<file path="src/rtl/tta_mem_arbiter.sv">
`default_nettype none
// ============================================================================
// Module   : tta_mem_arbiter
// Purpose  : Shares one in-order memory port between an instruction-fetch (I)
//            requester and a data (D) requester. Requests, acks and ready
//            strobes pass through combinationally, so the arbiter adds no
//            cycles of latency. A tag FIFO remembers which requester owns each
//            outstanding read so read data can be routed back.
// Ports    : clock_i / reset_i          clock, synchronous active-high reset
//            i_read_i, i_addr_i         instruction read request
//            i_rack_o, i_ready_o,
//            i_data_o                   instruction accept / data valid / data
//            d_read_i, d_write_i,
//            d_addr_i, d_bes_ni,
//            d_data_i                   data read/write request
//            d_rack_o, d_wack_o,
//            d_ready_o, d_data_o        data accepts / data valid / data
//            m_*                        shared memory port
//            err_o                      sticky protocol error
// Options  : ARB_ROUND_ROBIN_EN  defined   -> round-robin on contention
//                                undefined -> data side always wins
// Revision : 1.0  initial release
// ============================================================================
module tta_mem_arbiter #(
    parameter int ADDRESS  = 28,
    parameter int DATA     = 32,
    parameter int TAGDEPTH = 4
) (
    input  logic                  clock_i,
    input  logic                  reset_i,
    // instruction side
    input  logic                  i_read_i,
    output logic                  i_rack_o,
    output logic                  i_ready_o,
    input  logic [ADDRESS-1:0]    i_addr_i,
    output logic [DATA-1:0]       i_data_o,
    // data side
    input  logic                  d_read_i,
    input  logic                  d_write_i,
    output logic                  d_rack_o,
    output logic                  d_wack_o,
    output logic                  d_ready_o,
    input  logic [ADDRESS-1:0]    d_addr_i,
    input  logic [DATA/8-1:0]     d_bes_ni,
    input  logic [DATA-1:0]       d_data_i,
    output logic [DATA-1:0]       d_data_o,
    // shared memory port
    output logic                  m_read_o,
    output logic                  m_write_o,
    input  logic                  m_rack_i,
    input  logic                  m_wack_i,
    input  logic                  m_ready_i,
    input  logic                  m_busy_i,
    output logic [ADDRESS-1:0]    m_addr_o,
    output logic [DATA/8-1:0]     m_bes_no,
    output logic [DATA-1:0]       m_data_o,
    input  logic [DATA-1:0]       m_data_i,
    // status
    output logic                  err_o
);

    localparam int PTR_W = (TAGDEPTH > 1) ? $clog2(TAGDEPTH) : 1;
    localparam int CNT_W = PTR_W + 1;
    localparam logic [CNT_W-1:0] C_FULL_COUNT = CNT_W'(TAGDEPTH);
    localparam logic [PTR_W-1:0] C_LAST_PTR   = PTR_W'(TAGDEPTH - 1);
    localparam logic             C_TAG_I      = 1'b0;
    localparam logic             C_TAG_D      = 1'b1;

    typedef enum logic [1:0] {
        IDLE   = 2'd0,
        HOLD_I = 2'd1,
        HOLD_D = 2'd2
    } state_t;

    state_t             state_q, state_d;
    logic               tag_mem_q [TAGDEPTH];
    logic               tag_mem_d [TAGDEPTH];
    logic [PTR_W-1:0]   wr_ptr_q, wr_ptr_d;
    logic [PTR_W-1:0]   rd_ptr_q, rd_ptr_d;
    logic [CNT_W-1:0]   count_q, count_d;
    logic               err_q, err_d;

    logic               w_pend_d;
    logic               w_fifo_empty;
    logic               w_fifo_full;
    logic               w_pop;
    logic               w_read_room;
    logic               w_elig_i;
    logic               w_elig_d;
    logic               w_prefer_i;
    logic               w_grant_i;
    logic               w_grant_d;
    logic               w_accept;
    logic               w_push;
    logic               w_head_tag;

    // ------------------------------------------------------------------------
    // Contention policy
    // ------------------------------------------------------------------------
`ifdef ARB_ROUND_ROBIN_EN
    // Remembers whether the last accepted request belonged to D; it starts as
    // D so the first contended grant goes to I.
    logic last_d_q, last_d_d;

    assign w_prefer_i = last_d_q;

    always_comb begin
        last_d_d = last_d_q;
        if (w_accept) begin
            last_d_d = w_grant_d;
        end
    end

    always_ff @(posedge clock_i) begin
        if (reset_i) begin
            last_d_q <= 1'b1;
        end else begin
            last_d_q <= last_d_d;
        end
    end
`else
    assign w_prefer_i = 1'b0;
`endif

    // ------------------------------------------------------------------------
    // Tag FIFO status
    // ------------------------------------------------------------------------
    assign w_fifo_empty = (count_q == '0);
    assign w_fifo_full  = (count_q == C_FULL_COUNT);
    assign w_head_tag   = tag_mem_q[rd_ptr_q];
    // Ready with nothing outstanding is a protocol error and is dropped.
    assign w_pop        = m_ready_i & ~w_fifo_empty & ~reset_i;
    // A full FIFO still takes a new read if a tag leaves in the same cycle.
    assign w_read_room  = ~w_fifo_full | w_pop;

    assign w_pend_d = d_read_i | d_write_i;

    // A read that cannot be tagged is not eligible, so a blocked read never
    // takes the grant away from a write that could issue.
    assign w_elig_i = i_read_i & w_read_room;
    assign w_elig_d = d_write_i | (d_read_i & w_read_room);

    // ------------------------------------------------------------------------
    // Grant FSM: next state and outputs
    // ------------------------------------------------------------------------
    always_comb begin
        w_grant_i = 1'b0;
        w_grant_d = 1'b0;
        m_read_o  = 1'b0;
        m_write_o = 1'b0;
        i_rack_o  = 1'b0;
        d_rack_o  = 1'b0;
        d_wack_o  = 1'b0;
        w_accept  = 1'b0;
        state_d   = IDLE;

        case (state_q)
            HOLD_I:  w_grant_i = 1'b1;
            HOLD_D:  w_grant_d = 1'b1;
            default: begin
                if (w_elig_i && w_elig_d) begin
                    w_grant_i = w_prefer_i;
                    w_grant_d = ~w_prefer_i;
                end else begin
                    w_grant_i = w_elig_i;
                    w_grant_d = w_elig_d;
                end
            end
        endcase

        // Strobes are withheld while the port is busy or in reset; the grant
        // itself is unaffected so the FSM holds it.
        if (!reset_i && !m_busy_i) begin
            if (w_grant_i) begin
                m_read_o = i_read_i & w_read_room;
            end else if (w_grant_d) begin
                // Write wins when D raises both strobes.
                m_write_o = d_write_i;
                m_read_o  = d_read_i & ~d_write_i & w_read_room;
            end
        end

        i_rack_o = w_grant_i & m_read_o & m_rack_i;
        d_rack_o = w_grant_d & m_read_o & m_rack_i;
        d_wack_o = w_grant_d & m_write_o & m_wack_i;
        w_accept = i_rack_o | d_rack_o | d_wack_o;

        if (w_grant_i && i_read_i && !w_accept) begin
            state_d = HOLD_I;
        end else if (w_grant_d && w_pend_d && !w_accept) begin
            state_d = HOLD_D;
        end
    end

    // Address, data and byte enables follow the grant combinationally.
    assign m_addr_o = w_grant_d ? d_addr_i : i_addr_i;
    assign m_bes_no = w_grant_d ? d_bes_ni : '0;
    assign m_data_o = d_data_i;

    // Read data goes to both requesters; only the ready strobe is routed.
    assign i_data_o  = m_data_i;
    assign d_data_o  = m_data_i;
    assign i_ready_o = w_pop & (w_head_tag == C_TAG_I);
    assign d_ready_o = w_pop & (w_head_tag == C_TAG_D);

    assign w_push = i_rack_o | d_rack_o;
    assign err_o  = err_q;

    // ------------------------------------------------------------------------
    // Tag FIFO and error flag next state
    // ------------------------------------------------------------------------
    always_comb begin
        tag_mem_d = tag_mem_q;
        wr_ptr_d  = wr_ptr_q;
        rd_ptr_d  = rd_ptr_q;
        count_d   = count_q;
        err_d     = err_q;

        if (w_push) begin
            tag_mem_d[wr_ptr_q] = d_rack_o ? C_TAG_D : C_TAG_I;
            wr_ptr_d = (wr_ptr_q == C_LAST_PTR) ? '0 : wr_ptr_q + PTR_W'(1);
        end
        if (w_pop) begin
            rd_ptr_d = (rd_ptr_q == C_LAST_PTR) ? '0 : rd_ptr_q + PTR_W'(1);
        end
        if (w_push && !w_pop) begin
            count_d = count_q + CNT_W'(1);
        end else if (!w_push && w_pop) begin
            count_d = count_q - CNT_W'(1);
        end

        if ((m_ready_i && w_fifo_empty) || (d_read_i && d_write_i)) begin
            err_d = 1'b1;
        end
    end

    always_ff @(posedge clock_i) begin
        if (reset_i) begin
            state_q  <= IDLE;
            wr_ptr_q <= '0;
            rd_ptr_q <= '0;
            count_q  <= '0;
            err_q    <= 1'b0;
            for (int i = 0; i < TAGDEPTH; i++) begin
                tag_mem_q[i] <= 1'b0;
            end
        end else begin
            state_q   <= state_d;
            wr_ptr_q  <= wr_ptr_d;
            rd_ptr_q  <= rd_ptr_d;
            count_q   <= count_d;
            err_q     <= err_d;
            tag_mem_q <= tag_mem_d;
        end
    end

endmodule
`default_nettype wire
</file>
<file path="config.mk">
export PLATFORM = sky130hd
export DESIGN_NAME = tta_mem_arbiter
export DESIGN_NICKNAME = d
export VERILOG_FILES = /design/src/rtl/tta_mem_arbiter.sv
export SDC_FILE = /design/constraint.sdc
export NUM_CORES = 1
export LEC_CHECK = 0
export CORE_AREA = 2 2 105 107
export CTS_CLUSTER_DIAMETER = 30
export CTS_CLUSTER_SIZE = 16
export DETAILED_ROUTE_END_ITERATION = 10
export DIE_AREA = 0 0 107 109
export PLACE_DENSITY = 0.67
export SYNTH_ARGS = -nofsm -noshare
export SYNTH_HDL_FRONTEND = slang
export SYNTH_SLANG_ARGS = --single-unit
</file>
<file path="constraint.sdc">
create_clock -name clock_i -period 2.85 [get_ports clock_i]
set_clock_uncertainty 0.2 [all_clocks]
set_input_delay 0.7125 -clock clock_i [delete_from_list [all_inputs] [get_ports clock_i]]
set_output_delay 0.7125 -clock clock_i [all_outputs]
set_load 0.005 [all_outputs]
</file>
==> results of run 1 <==
[synth_stat cells]
| library cell | instances |
|---|---|
| a21o_4 | 1 |
| a21oi_1 | 7 |
| a221oi_1 | 1 |
| a311oi_4 | 1 |
| a31oi_1 | 1 |
| and2_1 | 7 |
| and3_1 | 1 |
| buf_2 | 1 |
| buf_4 | 96 |
| buf_6 | 2 |
| clkbuf_1 | 2 |
| dfxtp_1 | 14 |
| fa_1 | 1 |
| ha_1 | 8 |
| inv_1 | 10 |
| inv_4 | 1 |
| mux2_1 | 21 |
| mux2_2 | 7 |
| mux2i_1 | 3 |
| mux4_2 | 1 |
| nand2_1 | 6 |
| nand2b_1 | 2 |
| nand3_1 | 5 |
| nor2_1 | 12 |
| nor2b_1 | 6 |
| nor3_1 | 1 |
| nor3_2 | 1 |
| nor3b_1 | 3 |
| o2111a_1 | 1 |
| o21ai_0 | 3 |
| o21ai_1 | 1 |
| o31ai_1 | 5 |
| or3_1 | 1 |
| or4_4 | 1 |
| or4b_1 | 1 |
| xor2_1 | 2 |
[registers in the layout, indices dropped and copies added, names as in the netlist]
register,flops
state_q,2
wr_ptr_q,2
count_q,3
err_o,1
tag_mem_q,4
rd_ptr_q,2
[cells by family (layout without fill, tap and decap cells)]
kind of cell	after synthesis	count (layout)	share of synthesized area [%]
buffers and inverters	112	185	39.91
AND/OR/NAND/NOR	47	47	12.87
multiplexers	32	32	18.36
AO/OA/AOI/OAI	21	21	7.995
flip-flops	14	14	13.99
adder cells (fa/ha/maj)	9	9	5.996
XOR/XNOR	2	2	0.8746
[layer usage]
| metal | vias up | track usage [%] | wire (um) |
|---|---|---|---|
| li1 | 837 | - | - |
| met1 | 839 | 15.96 | 3403 |
| met2 | 126 | 21.47 | 3869 |
| met3 | 7 | 4.842 | 849 |
| met4 | 0 | 2.505 | 51 |
| met5 | - | 0 | 0 |
[path summary, 6_finish.rpt]
check	startpoint	to
max reg2reg	state_q[0]	count_q[2]
min reg2reg	tag_mem_q[1]	tag_mem_q[1]
max	d_write_i	m_addr_o[22]
min	tag_mem_q[1]	tag_mem_q[1]
[cell type report]
| cell class | instances | area [um^2] |
|---|---|---|
| sequential | 14 | 282.8 |
| fill | 1092 | 7178 |
| inverter | 11 | 43.79 |
| clock buffer | 3 | 41.29 |
| timing repair buffer | 171 | 1723 |
| multi-input combinational | 111 | 1159 |
| tap | 140 | 175.2 |
[where the power goes]
part | switching [mW] | total (mW) | internal (mW)
Clock | 0.0734 | 0.167 | 0.0938
Combinational | 0.270 | 0.804 | 0.535
Sequential | 0.0103 | 0.220 | 0.210
Total | 0.353 | 1.19 | 0.838
[worst max-delay path: stages]
cell	delay, ns
clkdlybuf4s15_2	0.21
nor2b_4	0.06
nor2b_4	0.13
a311oi_4	0.23
buf_6	0.19
buf_12	0.13
buf_4	0.10
mux2_4	0.31
buf_6	0.12
[stage by stage]
| stage | std cells | power, mW | worst slack, ns | hold slack (ns) | TNS [ns] |
|---|---|---|---|---|---|
| final | 450 | 1.191 | -0.2576 | 0.2703 | -5.652 |
| after global routing | 450 | 1.250 | -0.3204 | 0.2993 | -7.577 |
| after CTS | 443 | 1.181 | -0.3010 | 0.2707 | -7.280 |
| after detailed placement | 415 | 0.7750 | -0.9854 | 0.2643 | -34.82 |
| after global placement | 415 | 0.7695 | -0.9469 | 0.2582 | -33.96 |
| after floorplan | 237 | 0.5567 | -0.05563 | 0.2451 | -1.174 |
[placed cells by master (no fill, tap or decap), types with 2 or more instances in the layout]
cell             synthesis  final
nor2_1                  12      9
nand3_1                  5      5
a21oi_1                  7      6
nor2_4                   0      2
and2_1                   7      2
xor2_1                   2      2
o31ai_1                  5      5
buf_2                    1      3
clkdlybuf4s15_2          0      2
dlygate4sd2_1            0      5
nor2b_4                  0      2
buf_12                   0      5
nand2_2                  0      2
nand2_1                  6      4
inv_2                    0      2
clkbuf_2                 0      2
nor2b_1                  6      3
inv_1                   10      8
buf_4                   96     36
clkbuf_8                 0      3
mux2i_1                  3      3
and2_4                   0      5
ha_4                     0      2
dfxtp_1                 14     12
ha_1                     8      6
clkdlybuf4s50_1          0     62
dfxtp_2                  0      2
o21ai_0                  3      2
nor3b_1                  3      2
buf_8                    0      3
buf_6                    2     52
mux2_4                   0     28
[repair_timing]
action | CTS | global route
cloned | 3 | 0
endpoints found under the setup margin | 43 | 37
hold buffers | 0 | 0
resized for setup | 246 | 33
setup buffers | 22 | 10
pin swaps | 16 | 5
==> flow_metrics.tcl, run 1 <==
set metrics [dict create \
    hold-path-cell-count 2 \
    antenna_found_initial 0 \
    synth_largest_area_cell "buf_4" \
    violations "negative setup slack" \
    cellLeakagePower_nw 1.541 \
    ys_seq_elements 14 \
    postSynthCellCount 237 \
    wl_per_cell_um 18.16 \
    fin_crit_ns 3.108 \
    arrival_ns 2.20 \
    ys_warn_count 0 \
    synth.cell_area_um2 2003 \
    crit_type "primary input to output pin" \
    power.density_nw_per_um2 347.9 \
    synth_area_leaders "buf_4 36%, dfxtp_1 14%, mux2_1 12%" \
    run_status "finished, violations left" \
    synth_seq_area_share_pct 13.99 \
    rr_worst_depth 14 \
    grt_max_degree 16 \
    h-tree-depth 1 \
    worst_pin_slew_ns 0.2682 \
    dp_hpwl_um 6229 \
    fin_area_um2 3425 \
    ant_nets 0 \
    grt_pass1_vias 1886 \
    rows 38 \
    max_freq_mhz 321.8 \
    cts.path.max_buffers 2 \
    drive_gt1_share_pct 53.87 \
    synth.top_cell.area_share_pct 35.98 \
    rsz0062_at_grt "yes" \
    grt_usage_pct 12.87 \
    core_um2 10600 \
    antennaDiodeCount 0 \
    grt_pass1_wl_um 11050 \
    placed_area_um2 2816 \
    final_hold_viol_count 0 \
    cts_tree "done" \
    startpoint_type "primary input" \
    numCtsBuffers 3 \
    synth_cell_types 36 \
    grt_overflow 0 \
    nets 454 \
    area_delta_synth_final_pct 70.96 \
    numPortBuffers 108 \
    maxSlewViolCount 0 \
    fp.dieH_um 109 \
    die_w_um 107 \
    vdd_drop_max_mv 0.1334 \
    drv_cap 0 \
    start_util_pct 18.89 \
    crit_required_ns 1.94 \
    period_share_pct 109.0 \
    fin_ws_ns -0.2576 \
    root_buffer "clkbuf_8" \
    critPathCaptureType "output pin" \
    hp-class "flop to flop" \
    via_count 1809 \
    syn_area_per_cell_um2 8.452 \
    drc 0 \
    viasPerCell 4.020 \
    numClockSinks 14 \
    drt_pass1_iterations 4 \
    dieArea_um2 11660 \
    place_congestion 0.8106 \
    final_core_util_pct 32.30 \
    io-pin-count 269 \
    synth_nets 379 \
    setup_violations 32 \
    drtIter0Drc 55 \
    cp_max_fo 5 \
    rrSetupSlack_ns -0.03 \
    maxSlewHeadroom_pct 81.98 \
    cts.clk_slew.worst_paths_ns 0.06 \
    routed_wirelength_um 8174 \
    worstSkewPairLatency_ns 0.25 \
]
(Power assumes the default switching activity.)
==> run 2: changes to the inputs <==
--- a/config.mk
+++ b/config.mk
@@ -10,7 +10,8 @@
 export CTS_CLUSTER_SIZE = 16
 export DETAILED_ROUTE_END_ITERATION = 10
 export DIE_AREA = 0 0 107 109
-export PLACE_DENSITY = 0.67
+export DONT_BUFFER_PORTS = 1
+export PLACE_DENSITY = 0.33
 export SYNTH_ARGS = -nofsm -noshare
 export SYNTH_HDL_FRONTEND = slang
 export SYNTH_SLANG_ARGS = --single-unit
==> run 2 against run 1 <==
Final cell count is 34% lower. Critical path depth fell by 2. The flow still finishes with violations (negative setup slack). Clock-buffer cell count grew 1. Global-route usage shrank 1.8 points. Largest power group unchanged.
==> flow_metrics.tcl, run 2 (synthesized netlist as in run 1, its figures left out) <==
set metrics [dict create \
    maxSlewViolCount 0 \
    place_congestion 0.7096 \
    routed_wirelength_um 6995 \
    maxSlewHeadroom_pct 76.78 \
    cts.clk_slew.worst_paths_ns 0.07 \
    layout_commonest_cell "mux2_4" \
    layout_common_cells "25 x mux2_4, 12 x dfxtp_1, 11 x nor2_1, 11 x buf_4, 9 x inv_1" \
    cellLeakagePower_nw 0.7532 \
    ant_nets 0 \
    drv_cap 0 \
    fin_crit_ns 2.984 \
    drt_pass1_iterations 4 \
    rows 38 \
    vdd_drop_max_mv 0.1219 \
    area_delta_synth_final_pct -9.244 \
    ctsHoldBuffers 0 \
    largest_reg_flops 4 \
    grt_overflow 0 \
    rsz0062_at_grt "yes" \
    nets 300 \
    regMostFlops "tag_mem_q" \
    placed_area_um2 1593 \
    crit_required_ns 1.94 \
    core_um2 10600 \
    cp_max_fo 7 \
    setup_violations 28 \
    root_buffer "clkbuf_8" \
    drc 0 \
    via_count 1216 \
    io-pin-count 269 \
    arrival_ns 2.07 \
    hp-class "flop to flop" \
    worstSkewPairLatency_ns 0.25 \
    final_hold_viol_count 0 \
    numCtsBuffers 3 \
    dieArea_um2 11660 \
    startpoint_type "flop" \
    antennaDiodeCount 0 \
    wl_per_cell_um 23.55 \
    register_area_um2 282.8 \
    max_freq_mhz 335.2 \
    viasPerCell 4.094 \
    grt_pass1_wl_um 9101 \
    dp_hpwl_um 5807 \
    critPathCaptureType "output pin" \
    cts_tree "done" \
    dp_slack_ns 0.006303 \
    period_share_pct 104.7 \
    antenna_found_initial 1 \
    run_status "finished, violations left" \
    final.hold.worst_slack_ns 0.2742 \
    grt_max_degree 18 \
    finalPower_mw 0.8032 \
    power.density_nw_per_um2 441.8 \
    nFillCells 1158 \
    largestRegisters "tag_mem_q (4), count_q (3)" \
    die_w_um 107 \
    multi_input_area_um2 1061 \
    cts.path.max_buffers 2 \
    violations "negative setup slack" \
    start_util_pct 18.89 \
    crit_type "flop to output pin" \
    numClockSinks 14 \
    worst_pin_slew_ns 0.3467 \
    grt_usage_pct 11.03 \
    fin_ws_ns -0.1337 \
    grt_pass1_vias 1303 \
    drive_gt1_share_pct 40.13 \
    h-tree-depth 1 \
    fin_area_um2 1818 \
    numPortBuffers 0 \
    drtIter0Drc 50 \
    fp.dieH_um 109 \
]
==> run 2: area by class of cell <==
| cell class | count | share of cell area, % |
|---|---|---|
| inverters | 11 | 2.409 |
| clock buffers | 4 | 3.028 |
| repair buffers | 17 | 11.01 |
| multi-input cells | 111 | 58.36 |
| flip-flops and latches | 14 | 15.55 |
| well taps | 140 | 9.635 |
==> run 2: through the flow <==
step                TNS [ns]  std cells  util (%)
floorplan             -1.174        237         -
global placement           0        288     15.02
detailed placement         0        288     15.02
CTS                   -2.263        298     17.35
global route          -4.984        297     17.15
finish                -3.001        297     17.15
==> run 2: what timing repair did <==
action                                  4_1_cts  5_1_grt
pin swaps                                     2        1
endpoints found under the setup margin       34       31
gates resized for setup                      33        3
buffers inserted                              4        0
cloned                                        3        0
==> run 2: where the power goes <==
group	leakage, nW	switching (mW)	internal (mW)
registers	0.115	0.0152	0.209
clock network	0.0288	0.0805	0.122
logic	0.610	0.166	0.210
total	0.753	0.262	0.542
==> run 2: worst max-delay path: stages, from the launching register on <==
cell and delay [ns]:
dfxtp_2 0.34, ha_4 0.24, nor2b_4 0.14, nor2b_4 0.13, a311oi_4 0.29, buf_6 0.21, buf_12 0.15, mux2_4 0.33
==> run 2: metal layers <==
layer	GRT usage [%]	wire, um	up-vias
li1	-	-	528
met1	11.69	2510	547
met2	18.56	3373	131
met3	7.412	1053	8
met4	1.855	44	2
met5	0	13	-
==> run 2: final timing paths <==
path,to,slack (ns),start,cells after the start
hold / removal,tag_mem_q[0],0.27,tag_mem_q[0],2
setup reg to reg,count_q[2],0.16,state_q[0],12
hold reg to reg,tag_mem_q[0],0.27,tag_mem_q[0],2
setup / recovery,m_addr_o[3],-0.13,state_q[1],7
==> run 3: changes to the inputs <==
--- a/config.mk
+++ b/config.mk
@@ -11,7 +11,9 @@
 export DETAILED_ROUTE_END_ITERATION = 10
 export DIE_AREA = 0 0 107 109
 export DONT_BUFFER_PORTS = 1
+export MAX_ROUTING_LAYER = met4
 export PLACE_DENSITY = 0.33
+export SLEW_MARGIN = 0
 export SYNTH_ARGS = -nofsm -noshare
 export SYNTH_HDL_FRONTEND = slang
 export SYNTH_SLANG_ARGS = --single-unit
==> run 3 against run 2 <==
The run still ends with negative setup slack left. Critical path depth grew 1. Design area grew 0.14%. Via count is the same. First-iteration DRC count shrank 24%. Core utilization is essentially flat. Critical endpoint unchanged. Clock power shrank 2%. Power shrank 0.64%. Sequential power is essentially flat.
==> flow_metrics.tcl, run 3 (synthesized netlist as in run 1, its figures left out) <==
set metrics [dict create \
    r2r_end "count_q[2]" \
    wl_per_cell_um 23.35 \
    final.hold.worst_slack_ns 0.2692 \
    rr_worst_depth 12 \
    routed_wirelength_um 6957 \
    rsz0062_at_grt "yes" \
    maxSlewHeadroom_pct 76.60 \
    dieArea_um2 11660 \
    layout_common_cells "25 x mux2_4, 12 x dfxtp_1, 11 x nor2_1, 11 x buf_4, 9 x inv_1" \
    io-pin-count 269 \
    drv_cap 0 \
    numCtsBuffers 3 \
    cp_slowest_cell "dfxtp_2" \
    grt_max_degree 18 \
    arrival_ns 2.07 \
    nFillCells 1159 \
    regMostFlops "tag_mem_q" \
    grt_usage_pct 11.35 \
    critPathLaunch "state_q[0]" \
    cp_max_fo 7 \
    viasPerCell 4.081 \
    p_switching_mw 0.2565 \
    rows 38 \
    numClockSinks 14 \
    root_buffer "clkbuf_8" \
    worstSkewPairLatency_ns 0.24 \
    fin_ws_ns -0.1323 \
    met3WireLength_um 1064 \
    cp_common_cell "nor2b_4" \
    crit_required_ns 1.94 \
    grt_overflow 0 \
    final_hold_viol_count 0 \
    rrSetupSlack_ns 0.17 \
    clockPowerShare_pct 24.8 \
    power_frac_comb_pct 47.1 \
    maxSlewViolCount 0 \
    wl_met1_um 2472 \
    finalPower_mw 0.7981 \
    final_core_util_pct 17.17 \
    hp-class "flop to flop" \
    cts_tree "done" \
    p_int_mw 0.5415 \
    cts.clk_slew.worst_paths_ns 0.06 \
    largest_reg_flops 4 \
    setup_violations 28 \
    core_um2 10600 \
    nets 300 \
    drc 0 \
    via_count 1216 \
    period_share_pct 104.6 \
    p_sw_share_pct 32.14 \
    dp_slack_ns 0.006303 \
    placedCellCount 288 \
    ant_nets 0 \
    dp_hpwl_um 5807 \
    grt_pass1_wl_um 9080 \
    placed_area_um2 1593 \
    routed.top_layer "met4" \
    drtIter0Drc 38 \
    fp.dieH_um 109 \
    cellLeakagePower_nw 0.7532 \
    critPathCaptureType "output pin" \
    violations "negative setup slack" \
    crit_chain "inv_2 > ha_4 > nor2b_4 > nor2b_4 > a311oi_4 > buf_6 > buf_12 > mux2_4" \
    ctsHoldBuffers 0 \
    fin_setup_tns_ns -2.964 \
    area_delta_synth_final_pct -9.119 \
    worst_pin_slew_ns 0.3493 \
    run_status "finished, violations left" \
    layout_commonest_cell "mux2_4" \
    max_stage_delay_ns 0.33 \
    endpoint "m_addr_o[3]" \
    fin_area_um2 1821 \
    dr_wl_met2_um 3379 \
    vdd_drop_max_mv 0.1159 \
    antenna_found_initial 1 \
    power_frac_seq_pct 28.2 \
    crit_type "flop to output pin" \
    largestRegisters "tag_mem_q (4), count_q (3)" \
    start_util_pct 18.89 \
    fin_crit_ns 2.982 \
    drt_pass1_iterations 3 \
    grt_pass1_vias 1304 \
    r2r_start "state_q[0]" \
    numPortBuffers 0 \
    layout.cells.non_filler 298 \
    max_freq_mhz 335.3 \
    place_congestion 0.7174 \
    h-tree-depth 1 \
    die_w_um 107 \
    power.density_nw_per_um2 438.4 \
    cts.path.max_buffers 2 \
    startpoint_type "flop" \
    drive_gt1_share_pct 40.13 \
]
run 3: cell count changes in the layout (fill, tap and decap cells not counted), sizes merged:
cell,delta
diode,+1
run 3: worst min path at each step:
stage                     depth (start not counted)            to          from
after CTS                                         2  tag_mem_q[0]  tag_mem_q[0]
after global routing                              2  tag_mem_q[0]  tag_mem_q[0]
after global placement                            2  tag_mem_q[0]  tag_mem_q[0]
after floorplan                                   2  tag_mem_q[1]  tag_mem_q[1]
final                                             2  tag_mem_q[1]  tag_mem_q[1]
after detailed placement                          2  tag_mem_q[1]  tag_mem_q[1]
run 3: final cells by class:
cell class / count / area [um^2] / area share, %
clock buffers: 4 / 55.05 / 3.024
multi-input cells: 111 / 1061 / 58.28
flip-flops and latches: 14 / 282.8 / 15.53
diodes: 1 / 2.502 / 0.1375
well taps: 140 / 175.2 / 9.622
repair buffers: 17 / 200.2 / 11.00
inverters: 11 / 43.79 / 2.405
run 3: worst max-delay path: cells and delay by family (launching register included):
kind            cells  cell delay (ns)
compound gates      1             0.29
fa+ha+maj           1             0.21
buf+inv             3             0.40
flops               1             0.33
mux                 1             0.33
simple gates        2             0.27
run 3: power groups by stage:
stage               clock [mW]  combinational (mW)  sequential (mW)
floorplan                    0               0.331            0.225
global placement             0               0.286            0.229
detailed placement           0               0.289            0.229
CTS                      0.206               0.403            0.225
global route             0.221               0.404            0.227
finish                   0.198               0.376            0.225
run 3: per-layer routing:
layer	GRT usage (%)	vias up
li1	-	534
met1	11.54	548
met2	18.70	128
met3	7.472	6
met4	1.855	0
met5	-	-
run 3: what timing repair did:
item / CTS / global route
endpoints found under the setup margin: 34 / 31
gates cloned: 3 / 0
resized for setup: 33 / 3
pin swaps: 2 / 1
buffers inserted: 4 / 0
